**src/rtl/irq_sequencer.sv**
```systemverilog
// Interrupt/reset entry sequencer: owns the address bus and PC/SP strobes for the
// five-cycle RESET, NMI, IRQ and BRK entry sequences of the 8-bit core.
module irq_sequencer #(
  parameter logic [15:0] NMI_VEC    = 16'hFFFA,
  parameter logic [15:0] RST_VEC    = 16'hFFFC,
  parameter logic [15:0] IRQ_VEC    = 16'hFFFE,
  parameter logic [7:0]  STACK_PAGE = 8'h01
) (
  input  logic        clk,
  input  logic        rst,
  input  logic        rdy,
  input  logic        nmi,
  input  logic        irq,
  input  logic        i_flag,
  input  logic        insn_done,
  input  logic        brk_req,
  input  logic [7:0]  sp,
  output logic        busy,
  output logic [15:0] addr_out,
  output logic        rw,
  output logic [1:0]  push_sel,
  output logic        b_flag,
  output logic        sp_dec,
  output logic        pcl_load,
  output logic        pch_load,
  output logic        set_i,
  output logic [1:0]  cause,
  output logic        done
);

  typedef enum logic [2:0] {
    IDLE     = 3'd0,
    PUSH_PCH = 3'd1,
    PUSH_PCL = 3'd2,
    PUSH_P   = 3'd3,
    VEC_LO   = 3'd4,
    VEC_HI   = 3'd5
  } state_t;

  localparam logic [1:0] C_RESET = 2'b00;
  localparam logic [1:0] C_NMI   = 2'b01;
  localparam logic [1:0] C_IRQ   = 2'b10;
  localparam logic [1:0] C_BRK   = 2'b11;

  state_t      state_q, state_d;
  logic [1:0]  cause_q, cause_d;
  logic [15:0] vec_q, vec_d;
  logic        nmi_pend_q, nmi_pend_d;
  logic        nmi_prev_q, nmi_prev_d;
  logic        nmi_edge;
  logic        nmi_clr;
  logic        stb_en;

  // nmi_prev resets high so an NMI held through reset is not seen as an edge.
  always_ff @(posedge clk or posedge rst) begin
    if (rst) begin
      state_q    <= PUSH_PCH;
      cause_q    <= C_RESET;
      vec_q      <= RST_VEC;
      nmi_pend_q <= 1'b0;
      nmi_prev_q <= 1'b1;
    end else begin
      state_q    <= state_d;
      cause_q    <= cause_d;
      vec_q      <= vec_d;
      nmi_pend_q <= nmi_pend_d;
      nmi_prev_q <= nmi_prev_d;
    end
  end

  always_comb begin
    state_d    = state_q;
    cause_d    = cause_q;
    vec_d      = vec_q;
    nmi_clr    = 1'b0;
    nmi_edge   = nmi & ~nmi_prev_q;
    nmi_prev_d = nmi;
    if (rdy) begin
      case (state_q)
        IDLE: begin
          if (insn_done) begin
            if (nmi_pend_q) begin
              state_d = PUSH_PCH;
              cause_d = C_NMI;
              nmi_clr = 1'b1;
            end else if (brk_req) begin
              state_d = PUSH_PCH;
              cause_d = C_BRK;
            end else if (irq && !i_flag) begin
              state_d = PUSH_PCH;
              cause_d = C_IRQ;
            end
          end
        end
        PUSH_PCH: state_d = PUSH_PCL;
        PUSH_PCL: state_d = PUSH_P;
        PUSH_P: begin
          state_d = VEC_LO;
          // A pending NMI takes over an IRQ/BRK entry before its vector fetch.
          case (cause_q)
            C_RESET: vec_d = RST_VEC;
            C_NMI:   vec_d = NMI_VEC;
            default: begin
              if (nmi_pend_q) begin
                vec_d   = NMI_VEC;
                cause_d = C_NMI;
                nmi_clr = 1'b1;
              end else begin
                vec_d = IRQ_VEC;
              end
            end
          endcase
        end
        VEC_LO:  state_d = VEC_HI;
        VEC_HI:  state_d = IDLE;
        default: state_d = IDLE;
      endcase
    end
    nmi_pend_d = nmi_edge | (nmi_pend_q & ~nmi_clr);
  end

  assign stb_en = rdy & ~rst;

  always_comb begin
    busy     = 1'b1;
    addr_out = {STACK_PAGE, sp};
    rw       = 1'b1;
    push_sel = 2'b00;
    b_flag   = (cause_q == C_BRK);
    sp_dec   = 1'b0;
    pcl_load = 1'b0;
    pch_load = 1'b0;
    set_i    = 1'b0;
    done     = 1'b0;
    case (state_q)
      IDLE: begin
        busy     = 1'b0;
        addr_out = 16'h0000;
      end
      PUSH_PCH, PUSH_PCL, PUSH_P: begin
        sp_dec = stb_en;
        // RESET performs dummy reads on the stack page instead of pushes.
        if (cause_q != C_RESET) begin
          rw = 1'b0;
          case (state_q)
            PUSH_PCH: push_sel = 2'b01;
            PUSH_PCL: push_sel = 2'b10;
            default:  push_sel = 2'b11;
          endcase
        end
      end
      VEC_LO: begin
        addr_out = vec_q;
        pcl_load = stb_en;
        set_i    = stb_en;
      end
      VEC_HI: begin
        addr_out = vec_q + 16'd1;
        pch_load = stb_en;
        done     = stb_en;
      end
      default: begin
        busy     = 1'b0;
        addr_out = 16'h0000;
      end
    endcase
  end

  assign cause = cause_q;

endmodule
```
**config.mk**
```make
export PLATFORM = sky130hd
export DESIGN_NAME = irq_sequencer
export DESIGN_NICKNAME = d
export VERILOG_FILES = /design/src/rtl/irq_sequencer.sv
export SDC_FILE = /design/constraint.sdc
export NUM_CORES = 1
export LEC_CHECK = 0
export BUFFER_PORTS_ARGS = -buffer_cell sky130_fd_sc_hd__buf_2
export CORE_ASPECT_RATIO = 1.4
export CORE_MARGIN = 10
export CORE_UTILIZATION = 38
export DETAILED_ROUTE_END_ITERATION = 16
export PLACE_DENSITY = 0.77
export SLEW_MARGIN = 20
export SYNTH_ARGS = -nofsm -noshare
export SYNTH_HDL_FRONTEND = slang
export SYNTH_SLANG_ARGS = --single-unit
```
**constraint.sdc**
```tcl
create_clock -name clk -period 1.65 [get_ports clk]
set_clock_uncertainty 0.15 [all_clocks]
set_input_delay 0.0825 -clock clk [delete_from_list [all_inputs] [get_ports clk]]
set_output_delay 0.0825 -clock clk [all_outputs]
set_load 0.005 [all_outputs]
```
==> results by group <==
Synth
  – Top-area cell type share of the netlist area: 20.13%
  – Seq/Total Area, Yosys: 30.70%
  – Netlist cell types: 33
  – Synthesized net count: 110
  – Synth Instances: 91
  – Number of synthesized flops with an enable pin: 0
  – Commonest cells in the synthesized netlist: buf_4, nand2_1, nor2_1, o21ai_0
  – Asr flop ratio synth: 100.0%
  – Syn avg cell area: 8.195 um2
  – Yosys reg bits: 9
  – Synth warn: 0
  – Top cells by area, synth: dfrtp_1, dfstp_2, buf_4
  – Cell Area, Synth: 745.7 um2
  – Area leader, netlist: dfrtp_1
  – Synth Flop Type: dfrtp_1

Timing
  – Final Max Slew Viols: 0
  – Slew @ Worst Pin: 272.3 ps
  – Final setup fails: 11
  – Final Worst Setup Slack: -58.41 ps
  – Crit share post-route: 103.5%
  – RSZ-0062 raised after global routing: yes
  – Final min period: 1708 ps
  – Max-slew headroom: 81.68%
  – Final hold violation count: 0
  – Fmax: 585.3 MHz

Route
  – DRT Pass-1 Iters: 4
  – DRC viols: 0
  – Vias post-DR: 878
  – Post-Route WL: 2671 um
  – Wire per inst: 15.80 um
  – Antenna viol nets, final: 0
  – DR iter-0 viols: 13
  – Via-per-instance ratio: 5.195

Setup path
  – CP Class: reg2out
  – Crit end category: primary output
  – R2r setup slk: -10 ps
  – RR Startpoint: state_q[2]
  – Critical Path Fanout Max: 5
  – CP startpoint kind: flip-flop
  – R2R depth: 6
  – CP Data Arrival Time: 1480 ps
  – Critical Path RT: 1420 ps
  – RR Endpoint: vec_q[1]

Placed design
  – Placed cell count: 147
  – Port Buffers: 43
  – Post-DP HPWL: 1797 um
  – GP Congestion: 0.8048
  – Dpl ws: 40.96 ps

Power
  – PwrDens: 2022 nW/um2
  – Sw frac: 44.16%
  – Worst vdd ir: 0.9989 mV
  – Internal: 1.409 mW
  – Clk pwr share: 6.9%
  – LEAKAGE: 0.6705 nW
  – Seq pwr share: 17.7%
  – Comb pwr share: 75.4%
  – Total power: 2.523 mW
  – Sw Pwr: 1.114 mW

CTS
  – Root buffer cell: clkbuf_4
  – Number of H-tree levels: 1
  – Total clock sinks: 9
  – Num CTS Buffers: 3
  – CTS tree: yes
  – CTS max path bufs: 2
  – Worst-Skew Late Latency: 260 ps
  – Clk slew on worst S/H paths: 70 ps

Floorplan
  – Die area: 4160 um2
  – I/O pins: 44
  – FP Rows: 18
  – Die X: 57.44 um
  – Starting Density: 40.88%
  – Die height: 72.42 um
  – Core Area: 1824 um2

Flow run
  – Max-cap violations: 0

Finish
  – Share of layout cells above drive strength 1: 62.42%
  – Area Overhead vs Synth: 67.28%
  – Final Non-Filler Cells: 169
  – FF+latch area: 230.2 um2
  – Nets: 169
  – Core Util, Final: 68.38%
  – Area of the multi-input gates: 543.0 um2
  – Ant. Diodes: 0
  – Fillers: 143

Worst hold path
  – Hold path depth: 4
  – Worst Hold End: state_q[2]
  – Worst hold start: rdy
  – Hold crit path type: in2reg

Global routing
  – Pin count of the biggest net entering global routing: 10
  – Global route overflow: 0
  – First-pass GRT wire length: 4146 um
  – Vias in the first global route: 904
  – Initial antenna violation count: 0
  – Global Route Usage Sum: 11.71%

Status
  – Failing checks: setup timing
  – Status: finished with violations
[repair_timing]
item,in CTS,in global routing
setup buffers,5,9
setup endpoints to repair,17,22
gates cloned,1,0
hold endpoints to repair,12,0
pin swaps,8,8
gates resized for setup,19,15
hold buffers,3,0
[stage by stage]
step | hold slack, ps | cell area, um2 | setup TNS (ps)
floorplan | -236.5 | 745.7 | 0
global placement | -22.14 | 934.6 | 0
detailed placement | -28.36 | 934.6 | 0
CTS | 28.31 | 1124 | -204.8
global route | 82.67 | 1247 | -1513
finish | 59.10 | 1247 | -374.6
[final cells by class]
type,instances,area share (%)
tap,20,2.006
multi-input combinational,65,43.53
inverter,6,2.207
clock buffer,4,2.106
timing repair buffer,65,31.69
sequential,9,18.46
[power groups by stage]
stage               sequential [mW]  clock (mW)  combinational (mW)
finish                        0.448       0.173                1.90
global route                  0.464       0.189                2.10
CTS                           0.447       0.175                1.60
detailed placement            0.454           0                1.25
global placement              0.448           0                1.22
floorplan                     0.389           0               0.905
[state kept, by name, indices dropped and copies added, names as in the netlist]
name        cells
nmi_prev_q      1
nmi_pend_q      1
vec_q           2
state_q         3
cause           2
[worst max path at each step]
stage,startpoint,to,slack (ps),depth (start not counted)
floorplan,state_q[2],addr_out[2],30,7
global placement,state_q[0],vec_q[1],120,4
detailed placement,state_q[2],addr_out[2],40,6
CTS,state_q[1],addr_out[2],-40,5
global route,state_q[2],addr_out[1],-140,6
finish,state_q[1],addr_out[2],-60,5
[critical path: stages, from the launching register on]
cell     delay [ps]
dfrtp_2         470
ha_4            190
a21o_4          210
a22oi_2         150
nor2_1           60
buf_2           120
[kinds of logic after synthesis]
group                      after synthesis  synth area share, %
buffers and inverters                   18                15.27
DFF                                      9                30.70
and+or+nand+nor                         31                21.14
adders and majority gates                3                5.034
AOI/OAI and AO/OA                       28                25.17
muxes                                    2                2.685
[cell usage in the layout, fill, tap and decap left out, types with 4 or more instances in the layout]
master,synthesis,layout
a21o_1,6,5
buf_4,9,17
dfrtp_1,6,5
o21ai_0,7,5
nor2_1,9,7
inv_1,5,4
buf_2,2,42
nand2_1,9,7
[layer usage]
layer	vias up	global-route usage [%]	part of all wire (%)
li1	427	-	-
met1	403	11.20	37
met2	42	21.17	51
met3	6	5.226	11
met4	0	4.450	1.6
met5	-	0	0
(Power assumes the default switching activity.)
